`config.mk`:
```
export PLATFORM = sky130hd
export DESIGN_NAME = word_slice_serializer
export DESIGN_NICKNAME = d
export VERILOG_FILES = /design/src/rtl/word_slice_serializer.sv
export SDC_FILE = /design/constraint.sdc
export NUM_CORES = 1
export LEC_CHECK = 0
export CORE_MARGIN = 2
export CORE_UTILIZATION = 53
export CTS_CLUSTER_DIAMETER = 50
export DETAILED_ROUTE_END_ITERATION = 12
export PLACE_DENSITY = 0.83
export SLEW_MARGIN = 40
export SYNTH_ARGS = -nofsm -noshare
export SYNTH_HDL_FRONTEND = slang
export SYNTH_SLANG_ARGS = --single-unit
```
`constraint.sdc`:
```
create_clock -name clk -period 4.1 [get_ports clk]
set_clock_uncertainty 0.15 [all_clocks]
set_input_delay 0.615 -clock clk [delete_from_list [all_inputs] [get_ports clk]]
set_output_delay 0.615 -clock clk [all_outputs]
set_load 0.02 [all_outputs]
```
`src/rtl/word_slice_serializer.sv`:
```
// Down-sizing gearbox: latches an IN_W-bit word and streams it out as RATIO
// lanes of OUT_W bits in MSB-first, LSB-first, auto or single-lane order.
module word_slice_serializer #(
  parameter int IN_W  = 16,
  parameter int OUT_W = 8
) (
  input  logic             clk,
  input  logic             rst,
  input  logic             in_valid,
  output logic             in_ready,
  input  logic [IN_W-1:0]  in_data,
  input  logic [1:0]       in_mode,
  output logic             out_valid,
  input  logic             out_ready,
  output logic [OUT_W-1:0] out_data,
  output logic             out_last,
  output logic             busy
);

  localparam int RATIO = IN_W / OUT_W;
  localparam int CW    = (RATIO > 1) ? $clog2(RATIO) : 1;
  localparam logic [CW-1:0] LAST_IDX = CW'(RATIO - 1);

  generate
    if (RATIO < 2 || (IN_W % OUT_W) != 0) begin : g_bad_cfg
      $error("word_slice_serializer: IN_W must be a multiple of OUT_W with ratio >= 2");
    end
  endgenerate

  typedef enum logic {IDLE, EMIT} state_t;

  state_t state_q, state_d;

  logic [IN_W-1:0]  word_q, word_d;
  logic             lsb_q, lsb_d;
  logic [CW-1:0]    cnt_q, cnt_d;
  logic [OUT_W-1:0] out_data_q, out_data_d;
  logic             out_valid_q, out_valid_d;
  logic             out_last_q, out_last_d;

  logic [RATIO-1:0][OUT_W-1:0] in_lanes, word_lanes;
  logic          accept, take, auto_a, load_lsb, load_single;
  logic [CW-1:0] nxt_pos, nxt_idx;

  assign in_lanes   = in_data;
  assign word_lanes = word_q;

  assign in_ready = !out_valid_q | (out_ready & out_last_q);
  assign accept   = in_valid & in_ready;
  assign take     = out_valid_q & out_ready;

  // Single-lane mode reuses the order flag: lane 0 is the first LSB-first
  // lane, lane RATIO-1 the first MSB-first lane; out_last is set on load.
  assign auto_a      = in_data[IN_W-1] & in_data[OUT_W];
  assign load_lsb    = (in_mode == 2'b01) | (in_mode[1] & auto_a);
  assign load_single = (in_mode == 2'b11);

  assign nxt_pos = cnt_q + 1'b1;
  assign nxt_idx = lsb_q ? nxt_pos : (LAST_IDX - nxt_pos);

  // State register
  always_ff @(posedge clk or posedge rst) begin
    if (rst) begin
      state_q     <= IDLE;
      word_q      <= '0;
      lsb_q       <= 1'b0;
      cnt_q       <= '0;
      out_data_q  <= '0;
      out_valid_q <= 1'b0;
      out_last_q  <= 1'b0;
    end else begin
      state_q     <= state_d;
      word_q      <= word_d;
      lsb_q       <= lsb_d;
      cnt_q       <= cnt_d;
      out_data_q  <= out_data_d;
      out_valid_q <= out_valid_d;
      out_last_q  <= out_last_d;
    end
  end

  // Next-state logic
  always_comb begin
    state_d = state_q;
    case (state_q)
      IDLE: if (accept) state_d = EMIT;
      EMIT: if (take && out_last_q && !accept) state_d = IDLE;
      default: state_d = IDLE;
    endcase
  end

  // Output / datapath next values; a load always wins so the last-lane
  // handshake and the next acceptance share one edge without a bubble.
  always_comb begin
    word_d      = word_q;
    lsb_d       = lsb_q;
    cnt_d       = cnt_q;
    out_data_d  = out_data_q;
    out_valid_d = out_valid_q;
    out_last_d  = out_last_q;
    if (accept) begin
      word_d      = in_data;
      lsb_d       = load_lsb;
      cnt_d       = '0;
      out_data_d  = load_lsb ? in_lanes[0] : in_lanes[RATIO-1];
      out_valid_d = 1'b1;
      out_last_d  = load_single;
    end else if (state_q == EMIT && take) begin
      if (!out_last_q) begin
        cnt_d      = nxt_pos;
        out_data_d = word_lanes[nxt_idx];
        out_last_d = (nxt_pos == LAST_IDX);
      end else begin
        cnt_d       = '0;
        out_valid_d = 1'b0;
        out_last_d  = 1'b0;
      end
    end
  end

  assign out_valid = out_valid_q;
  assign out_data  = out_data_q;
  assign out_last  = out_last_q;
  assign busy      = out_valid_q;

endmodule

```
* Word-level counts from Yosys, hierarchy flattened
Index checks and enable logic that the tools add are counted.
** Storage, ports and cells
- Input port bits :: 22
- Register bits :: 29
- Logic and storage cells :: 47
** Operators by class
- Add/sub/neg operators :: 2
- Mux-type cells :: 17
- Reduce and logical (&&, ||, !) cells :: 9
- Bitwise operators :: 8
- $lt $le $gt $ge :: 1
- Equality and inequality tests :: 3
** Operator list (count)
- $mux 8 :: 6
- $mux 1 :: 10
- $and 1x1->1 :: 5
- $reduce_and 2->1 :: 2
- $reduce_bool 2->1 :: 2
- $logic_and 1x1->1 :: 3
- $eq 2x1->1 const B :: 1
- $eq 2x2->1 const B :: 1
- $logic_not 1->1 :: 2
- $lt 1x2->1 const B :: 1
- $ne 2x1->1 const B :: 1
- $or 1x1->1 :: 2
- $pmux 1 s2 :: 1
- $add 1x1->1 const B :: 1
- $not 1->1 :: 1
- $sub 1x1->1 const A :: 1

* Depth between registers and ports, before layout
- Depth after elaboration :: 8
- Depth in mapped cells :: 6
- Depth with buffers taken out :: 4

* Least setup slack after synthesis
OpenSTA, ideal clock, no wires.
- Path type :: input to register
- Start :: input out_ready
- End :: register word_q[0] (netlist: word_lanes[0])
- Data arrival time :: 1.570 ns
- Path slack :: 2.255 ns
- Library setup time :: 0.125 ns
- Data required time :: 3.825 ns
- Buffers on the path :: 2
- Stages on the path :: 5
- Cells stage by stage :: buf_2 -> a21bo_4 -> nand2_8 -> buf_6 -> mux2_4
** On the way
- Longest elaborated chain between the ends :: 3
** RTL lines
- start: declaration :: RTL line 14 : input logic out_ready,
- $and 1x1->1 :: RTL line 48 : assign in_ready = !out_valid_q | (out_ready & out_last_q);
- $or 1x1->1 :: RTL line 48
- via in_ready :: RTL line 10 : output logic in_ready,
- $and 1x1->1 :: RTL line 49 : assign accept = in_valid & in_ready;
- end signal: assignment :: RTL line 73 : word_q <= word_d;
- end: declaration :: RTL line 34 : logic [IN_W-1:0] word_q, word_d;
The timed path passes the listed nets, and every way through them passes these cells.
A chain may end at the register's enable or synchronous reset.

* Final worst setup path
- Start :: input out_ready
- End :: output in_ready
** On the way
- Longest elaborated chain between the ends :: 2
** RTL lines (RTL line)
- $and 1x1->1 :: 48
- $or 1x1->1 :: 48
- end: declaration :: 10
Every way passes these cells.

==> results.cfg <==
[status]
status = complete, no violations

[worst_setup_path]
cp_max_fo = 7
endpoint_kind = primary output
worstPathArrival_ns = 2.03
critical_path_required_ns = 3.34
cp-start-kind = primary input
crit_type = in -> out

[floorplan]
io_pins = 34
die_area_um2 = 3330
rows = 19
start_util = 0.5544
core-area_um2 = 2758
die_w_um = 57.71
die_h_um = 57.71

[routing]
via_per_inst = 5.717
wl_per_cell_um = 15.96
drt_iter0_markers = 42
dr.pass1.iters = 4
drc = 0
wirelength_um = 2936
antenna_left = 0
vias = 1052

[yosys]
ys_async_sr_fraction = 1.000
synth_top_area_share = 0.4746
syn_area_per_cell_um2 = 12.43
ys_types = 31
synthTopCellsByArea = dfrtp_1 47%, mux2_4 13%, mux2i_1 4.6%
synth_edf_count = 0
synth_seq_cells = 29
syn_nets = 145
yosys_warnings = 0
synthCells = 123
ys_seq_area_frac = 0.4746
yosysTopAreaCell = dfrtp_1
synth_ff_type = dfrtp_1
netlist_area_um2 = 1529

[run]
maxCapViolations = 0

[final_layout]
fin_nets = 175
utilization = 0.6806
final_common_cell = clkdlybuf4s50_1
diodes = 0
syn_to_final_growth_pct = 22.75
design_area_um2 = 1877
n_fill_cell = 234
regArea_um2 = 725.7
multi_input_area_um2 = 719.4
fin_cells = 184
drive_gt1_frac = 0.2026
layout_common_cells = 33 x clkdlybuf4s50_1, 29 x dfrtp_1, 13 x mux2_4

[min_path]
min_path_type = reg -> reg

[placed_design]
post-place-ws_ns = 1.306
gp_congestion = 0.8143
dp.cells = 177
portBuffers = 33
dp_hpwl_um = 2027
dpl_cell_area_um2 = 1822

[sta]
fin_crit_sh = 0.6817
finalMaxSlewViolations = 0
fin_ws_ns = 1.305
maxSlewHeadroom = 0.5154
clock.fmax_mhz = 357.8
hold_viol = 0
hold_slack_ns = 0.3537
rsz0062_at_grt = false
setup_viol = 0
fin_crit_ns = 2.795
worst_pin_slew_ns = 0.7233
fin_setup_tns_ns = 0

[global_route]
grt_pass1_wl_um = 5119
grt_max_degree = 35
first_global_vias = 1112
antenna_found_initial = 0
grt_overflow = 0
grtUsageTotal = 0.2064

[clock_network]
tritoncts = yes
clk_path_buf_depth = 2
clk_latency_ns = 0.33
cts_resized = 0
htree_levels = 2
clk_pin_slew_ns = 0.08
post_cts_buffers = 0
cts_made_buffers = 5
cts_hold_buf = 0
cts_sinks = 29
cts_root_buf = clkbuf_4

[power]
power_mw = 1.200
peakVddDrop_mv = 0.3899
power_leakage_nw = 0.8226
power.density_nw_per_um2 = 639.4
where the power goes:
group | internal [mW] | total, mW | switching, mW
clock network | 0.0808 | 0.176 | 0.0948
logic | 0.296 | 0.519 | 0.224
registers | 0.419 | 0.505 | 0.0861
total | 0.796 | 1.20 | 0.404
synth_stat cells, types with 2 or more instances:
| cell | number |
|---|---|
| dfrtp_1 | 29 |
| mux2_4 | 13 |
| o22ai_1 | 11 |
| a211oi_1 | 8 |
| o21ai_0 | 8 |
| mux2i_1 | 7 |
| mux2_2 | 5 |
| nor2b_1 | 5 |
| a21oi_1 | 4 |
| buf_4 | 4 |
| and2b_1 | 3 |
| buf_2 | 3 |
| nand2_1 | 3 |
| inv_1 | 2 |
| nor2_1 | 2 |
worst max-delay path, cell delays in order:
cell and delay, ns:
clkdlybuf4s50_1 0.61, a21bo_4 0.20, clkdlybuf4s50_1 0.60
flip-flops by register name, summed over array words and instances (netlist names):
signal,cells
lsb_q,1
word_lanes,16
cnt_q,1
out_data,8
out_last,1
state_q,1
busy,1
worst paths after layout:
kind / endpoint / cells after the start / start / slack (ns)
max in group asynchronous: word_lanes[7] / 2 / rst / 2.90
min reg2reg: word_lanes[12] / 1 / word_lanes[12] / 0.35
max reg2reg: out_data[3] / 4 / cnt_q / 2.16
min: word_lanes[12] / 1 / word_lanes[12] / 0.35
max: in_ready / 3 / out_ready / 1.30
min in group asynchronous: out_data[1] / 2 / rst / 0.51
layer usage:
metal / up-vias / wire length [um] / global-route usage / part of all wire
met4: 0 / 74 / 0.1229 / 0.025
met3: 10 / 166 / 0.05580 / 0.057
met2: 31 / 1391 / 0.3052 / 0.47
met5: - / 0 / 0 / 0
li1: 512 / - / - / -
met1: 499 / 1303 / 0.2721 / 0.44
area by class of cell:
| cell class | instances | share of cell area |
|---|---|---|
| sequential | 29 | 0.3867 |
| clock buffer | 7 | 0.02933 |
| multi-input combinational | 82 | 0.3833 |
| inverter | 2 | 0.004000 |
| tap | 31 | 0.02067 |
| timing repair buffer | 33 | 0.1760 |
kinds of logic (layout without fill, tap and decap cells):
kind of cell,Yosys count,in the layout,synth area share
AOI/OAI and AO/OA,37,37,0.1620
DFF,29,29,0.4746
muxes,25,25,0.2103
and+or+nand+nor,19,19,0.08756
buffers and inverters,12,42,0.05482
xor gates and xnor gates,1,1,0.01064
No activity file was read; power rests on OpenSTA's default activity.
==> RTL change (same settings) <==
Set the parameter `IN_W` to 32 (it was 16).
--- a/src/rtl/word_slice_serializer.sv
+++ b/src/rtl/word_slice_serializer.sv
@@ -1,7 +1,7 @@
 // Down-sizing gearbox: latches an IN_W-bit word and streams it out as RATIO
 // lanes of OUT_W bits in MSB-first, LSB-first, auto or single-lane order.
 module word_slice_serializer #(
-  parameter int IN_W  = 16,
+  parameter int IN_W  = 32,
   parameter int OUT_W = 8
 ) (
   input  logic             clk,
Ports: changed (resized in_data); port bits go from 34 to 50. No check against the original RTL was run, so the function may have changed too.
==> RTL change against the original RTL <==
Sequential cell count grew 17; combinational power is 56% higher; die area is 45% higher; wire length up 67%; final cell count grew 65%; power rose by 64%; area after synthesis grew 49%; clock power grew 93%; register-to-register slack lost 0.59 ns; design area grew 54%; worst setup slack got worse by 0.33 ns; highest routed layer unchanged.
==> RTL change: results <==
setup_path:
  r2r-start: "cnt_q[0]$_DFFE_PP0P_"
  critical-path-max-stage-delay_ns: 0.70
  rrSetupSlack_ns: 1.57
global_route:
  grt.total_usage: 0.215
  grt_max_degree: 47
final_layout:
  layout-drive-gt1-share: 0.146
  fin_cells: 303
  largest_reg_flops: 32
  multi_input_area_mm2: 0.00103
  fin_area_mm2: 0.00289
  multi_input_cells: 145
  fillers: 279
  seq_area_frac: 0.398
  final_nets: 292
  n_sequential_cell: 46
  nNonClkBuffers: 53
place:
  pre_cts_ws_ns: 1.02
  port_buffers: 49
  dpl-instance-area_mm2: 0.00278
  dp.cells: 296
min_path:
  min_delay_path_depth: 2
  hold_path_end: "word_lanes[2]$_DFFE_PP0P_"
detailed_routing:
  drt_iter0_markers: 173
synth:
  yosysSeqAreaShare: 0.507
  synth_cell_type_count: 36
  synth_area_leaders: "dfrtp_1 (51%), mux2_2 (11%), nand2_1 (8.3%), mux2i_1 (4.8%), nand3_1 (2.9%)"
  synth_cells: 207
run_status:
  status: "complete, no violations"
clock_tree:
  clockRootBuffer: "clkbuf_8"
power:
  leakagePower_nw: 1.30
## RTL change: cell types whose count changed in the layout (fill, tap and decap cells not counted), moves of 7 or more
| cell | before | now |
|---|---|---|
| a211oi_1 | 8 | 1 |
| a21oi_1 | 4 | 11 |
| clkdlybuf4s50_1 | 33 | 49 |
| dfrtp_1 | 29 | 46 |
| mux2_2 | 5 | 23 |
| mux2_4 | 13 | 0 |
| nand2_1 | 3 | 50 |
| nand3_1 | 1 | 13 |
| o22ai_1 | 11 | 3 |
## RTL change: report_power, final
part | internal, mW | total [mW] | leakage, nW | switching (mW)
logic | 0.429 | 0.808 | 0.678 | 0.379
clock network | 0.195 | 0.339 | 0.0573 | 0.144
registers | 0.664 | 0.820 | 0.567 | 0.156
total | 1.29 | 1.97 | 1.30 | 0.679
## RTL change: metal layers
metal / global-route usage / share of wire
met5: 0 / 0
met1: 0.299 / 0.43
met3: 0.0451 / 0.065
met2: 0.339 / 0.49
met4: 0.0741 / 0.012
## RTL change: critical path, delay by kind of cell
family | cells | cell delay (ns)
compound gates | 1 | 0.47
buf+inv | 2 | 1.27
## RTL change: cell families (layout without fill, tap and decap cells)
| kind of cell | after synthesis | after routing | share of synthesized area |
|---|---|---|---|
| AOI/OAI and AO/OA | 29 | 29 | 0.0914 |
| buffers and inverters | 16 | 62 | 0.0380 |
| DFF | 46 | 46 | 0.507 |
| xor gates and xnor gates | 3 | 3 | 0.0116 |
| adders and majority gates | 1 | 1 | 0.00551 |
| and+or+nand+nor | 74 | 74 | 0.142 |
| muxes | 38 | 38 | 0.205 |
